===== src/rtl/fifo_wr_ctrl.sv =====
// Async FIFO write-side controller: RAM write port, Gray write pointer, full/level/overflow.
// Optional almost-full output wafull is built when FIFO_WR_AFULL_EN is defined.
module fifo_wr_ctrl #(
    parameter int ADDR_WIDTH   = 4,
    parameter int SYNC_STAGES  = 2,
    parameter int AFULL_THRESH = 2
) (
    input  logic                  w_clk,
    input  logic                  w_rst,
    input  logic                  winc,
    input  logic [ADDR_WIDTH:0]   rptr_gray,
    output logic [ADDR_WIDTH-1:0] waddr,
    output logic                  wclken,
    output logic [ADDR_WIDTH:0]   wptr_gray,
    output logic                  wfull,
    output logic [ADDR_WIDTH:0]   wlevel,
    output logic                  wovf
`ifdef FIFO_WR_AFULL_EN
    ,
    output logic                  wafull
`endif
);

    localparam int PW = ADDR_WIDTH + 1;

    logic [PW-1:0] sync_q [SYNC_STAGES];
    logic [PW-1:0] rq_sync;
    logic [PW-1:0] rbin_sync;
    logic [PW-1:0] wbin_q;
    logic [PW-1:0] wbin_d;
    logic [PW-1:0] wgray_q;
    logic [PW-1:0] wgray_d;
    logic [PW-1:0] wlevel_q;
    logic [PW-1:0] wlevel_d;
    logic [PW-1:0] full_cmp;
    logic          wfull_q;
    logic          wfull_d;
    logic          wovf_q;
    logic          wovf_d;

    // Plain flop chain; rptr_gray is never used outside it.
    always_ff @(posedge w_clk or negedge w_rst) begin
        if (!w_rst) begin
            for (int i = 0; i < SYNC_STAGES; i++) begin
                sync_q[i] <= '0;
            end
        end else begin
            sync_q[0] <= rptr_gray;
            for (int i = 1; i < SYNC_STAGES; i++) begin
                sync_q[i] <= sync_q[i-1];
            end
        end
    end

    assign rq_sync = sync_q[SYNC_STAGES-1];

    always_comb begin
        rbin_sync = '0;
        for (int i = 0; i < PW; i++) begin
            rbin_sync[i] = ^(rq_sync >> i);
        end
    end

    // Gated by w_rst so no write escapes while reset is held.
    assign wclken = winc & ~wfull_q & w_rst;

    assign wbin_d   = wbin_q + {{ADDR_WIDTH{1'b0}}, wclken};
    assign wgray_d  = wbin_d ^ (wbin_d >> 1);
    assign full_cmp = {~rq_sync[PW-1:PW-2], rq_sync[PW-3:0]};
    assign wfull_d  = (wgray_d == full_cmp);
    assign wlevel_d = wbin_d - rbin_sync;
    assign wovf_d   = wovf_q | (winc & wfull_q);

    always_ff @(posedge w_clk or negedge w_rst) begin
        if (!w_rst) begin
            wbin_q   <= '0;
            wgray_q  <= '0;
            wfull_q  <= 1'b0;
            wlevel_q <= '0;
            wovf_q   <= 1'b0;
        end else begin
            wbin_q   <= wbin_d;
            wgray_q  <= wgray_d;
            wfull_q  <= wfull_d;
            wlevel_q <= wlevel_d;
            wovf_q   <= wovf_d;
        end
    end

    assign waddr     = wbin_q[ADDR_WIDTH-1:0];
    assign wptr_gray = wgray_q;
    assign wfull     = wfull_q;
    assign wlevel    = wlevel_q;
    assign wovf      = wovf_q;

`ifdef FIFO_WR_AFULL_EN
    localparam logic [PW-1:0] DEPTH = PW'(1) << ADDR_WIDTH;
    localparam logic [PW-1:0] THR   = PW'(AFULL_THRESH);

    logic [PW-1:0] free_d;
    logic          wafull_q;
    logic          wafull_d;

    assign free_d   = DEPTH - wlevel_d;
    assign wafull_d = (free_d <= THR);

    always_ff @(posedge w_clk or negedge w_rst) begin
        if (!w_rst) begin
            wafull_q <= 1'b0;
        end else begin
            wafull_q <= wafull_d;
        end
    end

    assign wafull = wafull_q;
`endif

endmodule


===== config.mk =====
export PLATFORM = sky130hd
export DESIGN_NAME = fifo_wr_ctrl
export DESIGN_NICKNAME = d
export VERILOG_FILES = /design/src/rtl/fifo_wr_ctrl.sv
export SDC_FILE = /design/constraint.sdc
export NUM_CORES = 1
export LEC_CHECK = 0
export ABC_AREA = 0
export BUFFER_PORTS_ARGS = -buffer_cell sky130_fd_sc_hd__buf_2
export CAP_MARGIN = 20
export CORE_MARGIN = 5
export CORE_UTILIZATION = 49
export CTS_CLUSTER_DIAMETER = 150
export DETAILED_ROUTE_END_ITERATION = 16
export PLACE_DENSITY = 0.73
export SLEW_MARGIN = 5
export SYNTH_ARGS = -nofsm -noshare
export SYNTH_HDL_FRONTEND = slang
export SYNTH_SLANG_ARGS = --single-unit

===== constraint.sdc =====
create_clock -name w_clk -period 4.85 [get_ports w_clk]
set_input_delay 0.7275 -clock w_clk [delete_from_list [all_inputs] [get_ports w_clk]]
set_output_delay 0.7275 -clock w_clk [all_outputs]
set_load 0.03 [all_outputs]

==> results.sh <==
export IMPL_cts_root_buffer="sky130_fd_sc_hd__clkbuf_4"
export IMPL_postCtsHoldBufs=0
export IMPL_antenna_cells=0
export IMPL_timing_reg2reg_setup_slack_ns=1.99
export IMPL_setup_viol=0
export IMPL_numPortBuffers=24
export IMPL_final_max_slew_violation_count=0
export IMPL_timing_final_hold_violations=0
export IMPL_gates_resized_cts_repair=0
export IMPL_route_met2_wl_um=963
export IMPL_synth_main_ff_cell="sky130_fd_sc_hd__dfrtp_1"
export IMPL_grt_first_pass_wirelength_um=3350
export IMPL_ff2ff_path_depth=8
export IMPL_worst_endpoint_arrival_ns=3.21
export IMPL_total_detailed_routing_wirelength_um=1940
export IMPL_post_dp_hpwl_um=1500
export IMPL_timing_hold_worst_endpoint="rq_sync[2]"
export IMPL_totalPowerFinal_uw=984
export IMPL_max_slew_margin_rel=0.626
export IMPL_area_growth_pct=14.7
export IMPL_drive_above_1_share=0.272
export IMPL_result_of_the_run="finished, final reports clean"
export IMPL_netlist_instances=88
export IMPL_rr_startpoint="rq_sync[3]"
export IMPL_cts_post_setup_buffers_inserted=0
export IMPL_detail_route_first_pass_iterations=4
export IMPL_post_route_min_period_ns=3.02
export IMPL_postSynthAreaPerCell_um2=13.5
export IMPL_synth_edff_count=0
export IMPL_irDropWorstVdd_uv=462
export IMPL_cts_htree_levels=1
export IMPL_coreArea_um2=2250
export IMPL_synth_warnings=0
export IMPL_synth_area_um2=1180
export IMPL_setup_tns_final_ns=0
export IMPL_wl_per_cell_um=13.7
export IMPL_clock_tree_buffer_depth=2
export IMPL_clk_latency_ns=0.30
export IMPL_placement_rows=17
export IMPL_floorplan_die_area_um2=3500
export IMPL_layout_common_cells="sky130_fd_sc_hd__dfrtp_1 (26), sky130_fd_sc_hd__buf_2 (24), sky130_fd_sc_hd__inv_1 (10)"
export IMPL_instances_no_fill=142
export IMPL_worstPathMaxFanout=27
export IMPL_holdPathStages=0
export IMPL_vias=720
export IMPL_post_route_drc_count=0
export IMPL_grt_setup_unrepaired="no"
export IMPL_detail_route_wirelength_met1_um=858
export IMPL_final_estimated_routing_congestion_in_global_placement=0.867
export IMPL_routed_top_layer="met4"
export IMPL_fmax_mhz=331
export IMPL_initial_core_util=0.526
export IMPL_die_w_um=59.2
export IMPL_largest_net_degree_at_the_start_of_global_routing=28
export IMPL_skew_ns=0.00328
export IMPL_setup_worst_path_class="in2reg"
export IMPL_sum_of_met3_wire_segment_lengths_after_detailed_routing_um=103
export IMPL_numCtsBuffers=3
export IMPL_mappedNetlistNets=102
export IMPL_finish_utilization=0.603
export IMPL_layout_nets=130
export IMPL_io_pins=25
export IMPL_worstMarginPinSlew_ns=0.561
export IMPL_drt_iter0_drc=15
export IMPL_first_global_vias=742
export IMPL_antenna_found_initial=0
export IMPL_die_height_um=59.2
export IMPL_worst_setup_hold_path_clk_slew_ns=0.13
export IMPL_clkSinkCount=26
export IMPL_layout_worst_path_cycle_share=0.622
export IMPL_power_leakage_uw=0.000685
export IMPL_drv_max_cap_violation_count=0
export IMPL_hold_path_class="reg2reg"
export IMPL_overflow=0
export IMPL_layout_cells_most_common="sky130_fd_sc_hd__dfrtp_1"
export IMPL_crit_path_start_kind="primary input"
export IMPL_global_route_usage_total=0.128
export IMPL_min_from="sync_q[7]"
export IMPL_postSynth_asyncResetShare=1.00
export IMPL_powerDensity_nw_per_um2=724
export IMPL_detail_route_antenna_nets=0
export IMPL_synth_cell_types=25
export IMPL_timing_hold_ws_ns=0.361
export IMPL_critical_path_endpoint_type="register"
export IMPL_seq_area_frac_synth=0.549
export IMPL_placedCellCount=139
export IMPL_worst_r2r_endpoint="wlevel[4]"
export IMPL_via_per_inst=5.07
export IMPL_tritoncts_clock_tree="done"
export IMPL_ys_ff_latch=26
export IMPL_worst_endpoint_required_ns=5.04
==> cell usage after synthesis, drive strengths merged (2+ instances only) <==
cell | n | area [µm²]
dfrtp | 26 | 651
inv | 10 | 37.5
xnor2 | 10 | 106
xor2 | 9 | 78.8
ha | 5 | 62.6
nand2 | 3 | 11.3
nand3 | 3 | 15.0
xnor3 | 3 | 67.6
a21o | 2 | 15.0
a221oi | 2 | 17.5
or3 | 2 | 12.5
==> state kept, by name, indices dropped and copies added, names as in the netlist <==
| signal | count |
|---|---|
| sync_q | 5 |
| wptr_gray | 4 |
| wbin_q | 5 |
| rq_sync | 5 |
| wlevel | 5 |
| wovf | 1 |
| wfull | 1 |
==> cell type report <==
class | instances | area [µm²]
flip-flops and latches | 26 | 651
multi-input cells | 51 | 493
fillers | 190 | 896
clock buffers | 3 | 22.5
repair buffers | 24 | 120
inverters | 10 | 37.5
well taps | 28 | 35.0
==> worst max-delay path by stage <==
stage                      from         to  slack, ns  depth (start not counted)
after global placement    w_rst  wlevel[4]       1.56                         10
after floorplan            winc  wlevel[4]       1.77                          9
final                     w_rst  wlevel[4]       1.83                         10
after detailed placement  w_rst  wlevel[4]       1.47                         10
after global routing      w_rst  wlevel[4]       1.54                         10
after CTS                 w_rst  wlevel[4]       1.80                         10
==> worst max-delay path, stage by stage <==
cell	delay [ns]
sky130_fd_sc_hd__buf_2	0.45
sky130_fd_sc_hd__nand2_1	0.10
sky130_fd_sc_hd__nor2_1	0.13
sky130_fd_sc_hd__ha_1	0.23
sky130_fd_sc_hd__ha_1	0.28
sky130_fd_sc_hd__inv_1	0.09
sky130_fd_sc_hd__fa_1	0.47
sky130_fd_sc_hd__or3_1	0.38
sky130_fd_sc_hd__a32oi_1	0.22
sky130_fd_sc_hd__o22ai_1	0.12
==> power by group <==
group,internal (µW),switching (µW),leakage (µW)
clock network,29.0,56.4,0.0000138
logic,218,340,0.000363
registers,290,49.9,0.000308
==> stage by stage <==
stage | worst slack [ns] | cell area (µm²)
after floorplan | 1.77 | 1180
after global placement | 1.56 | 1340
after detailed placement | 1.47 | 1340
after CTS | 1.80 | 1360
after global routing | 1.54 | 1360
final | 1.83 | 1360
==> metal layers <==
metal | global-route usage | vias up
li1 | - | 344
met4 | 0.0485 | 0
met2 | 0.210 | 17
met5 | 0 | -
met1 | 0.166 | 357
met3 | 0.0261 | 2
==> logic make-up after synthesis <==
logic type	Yosys count	synth area share
flops	26	0.549
buf+inv	11	0.0348
xor+xnor	22	0.213
compound gates	11	0.0771
simple gates	12	0.0560
fa+ha+maj	6	0.0697
No activity file was read; power rests on OpenSTA's default activity.
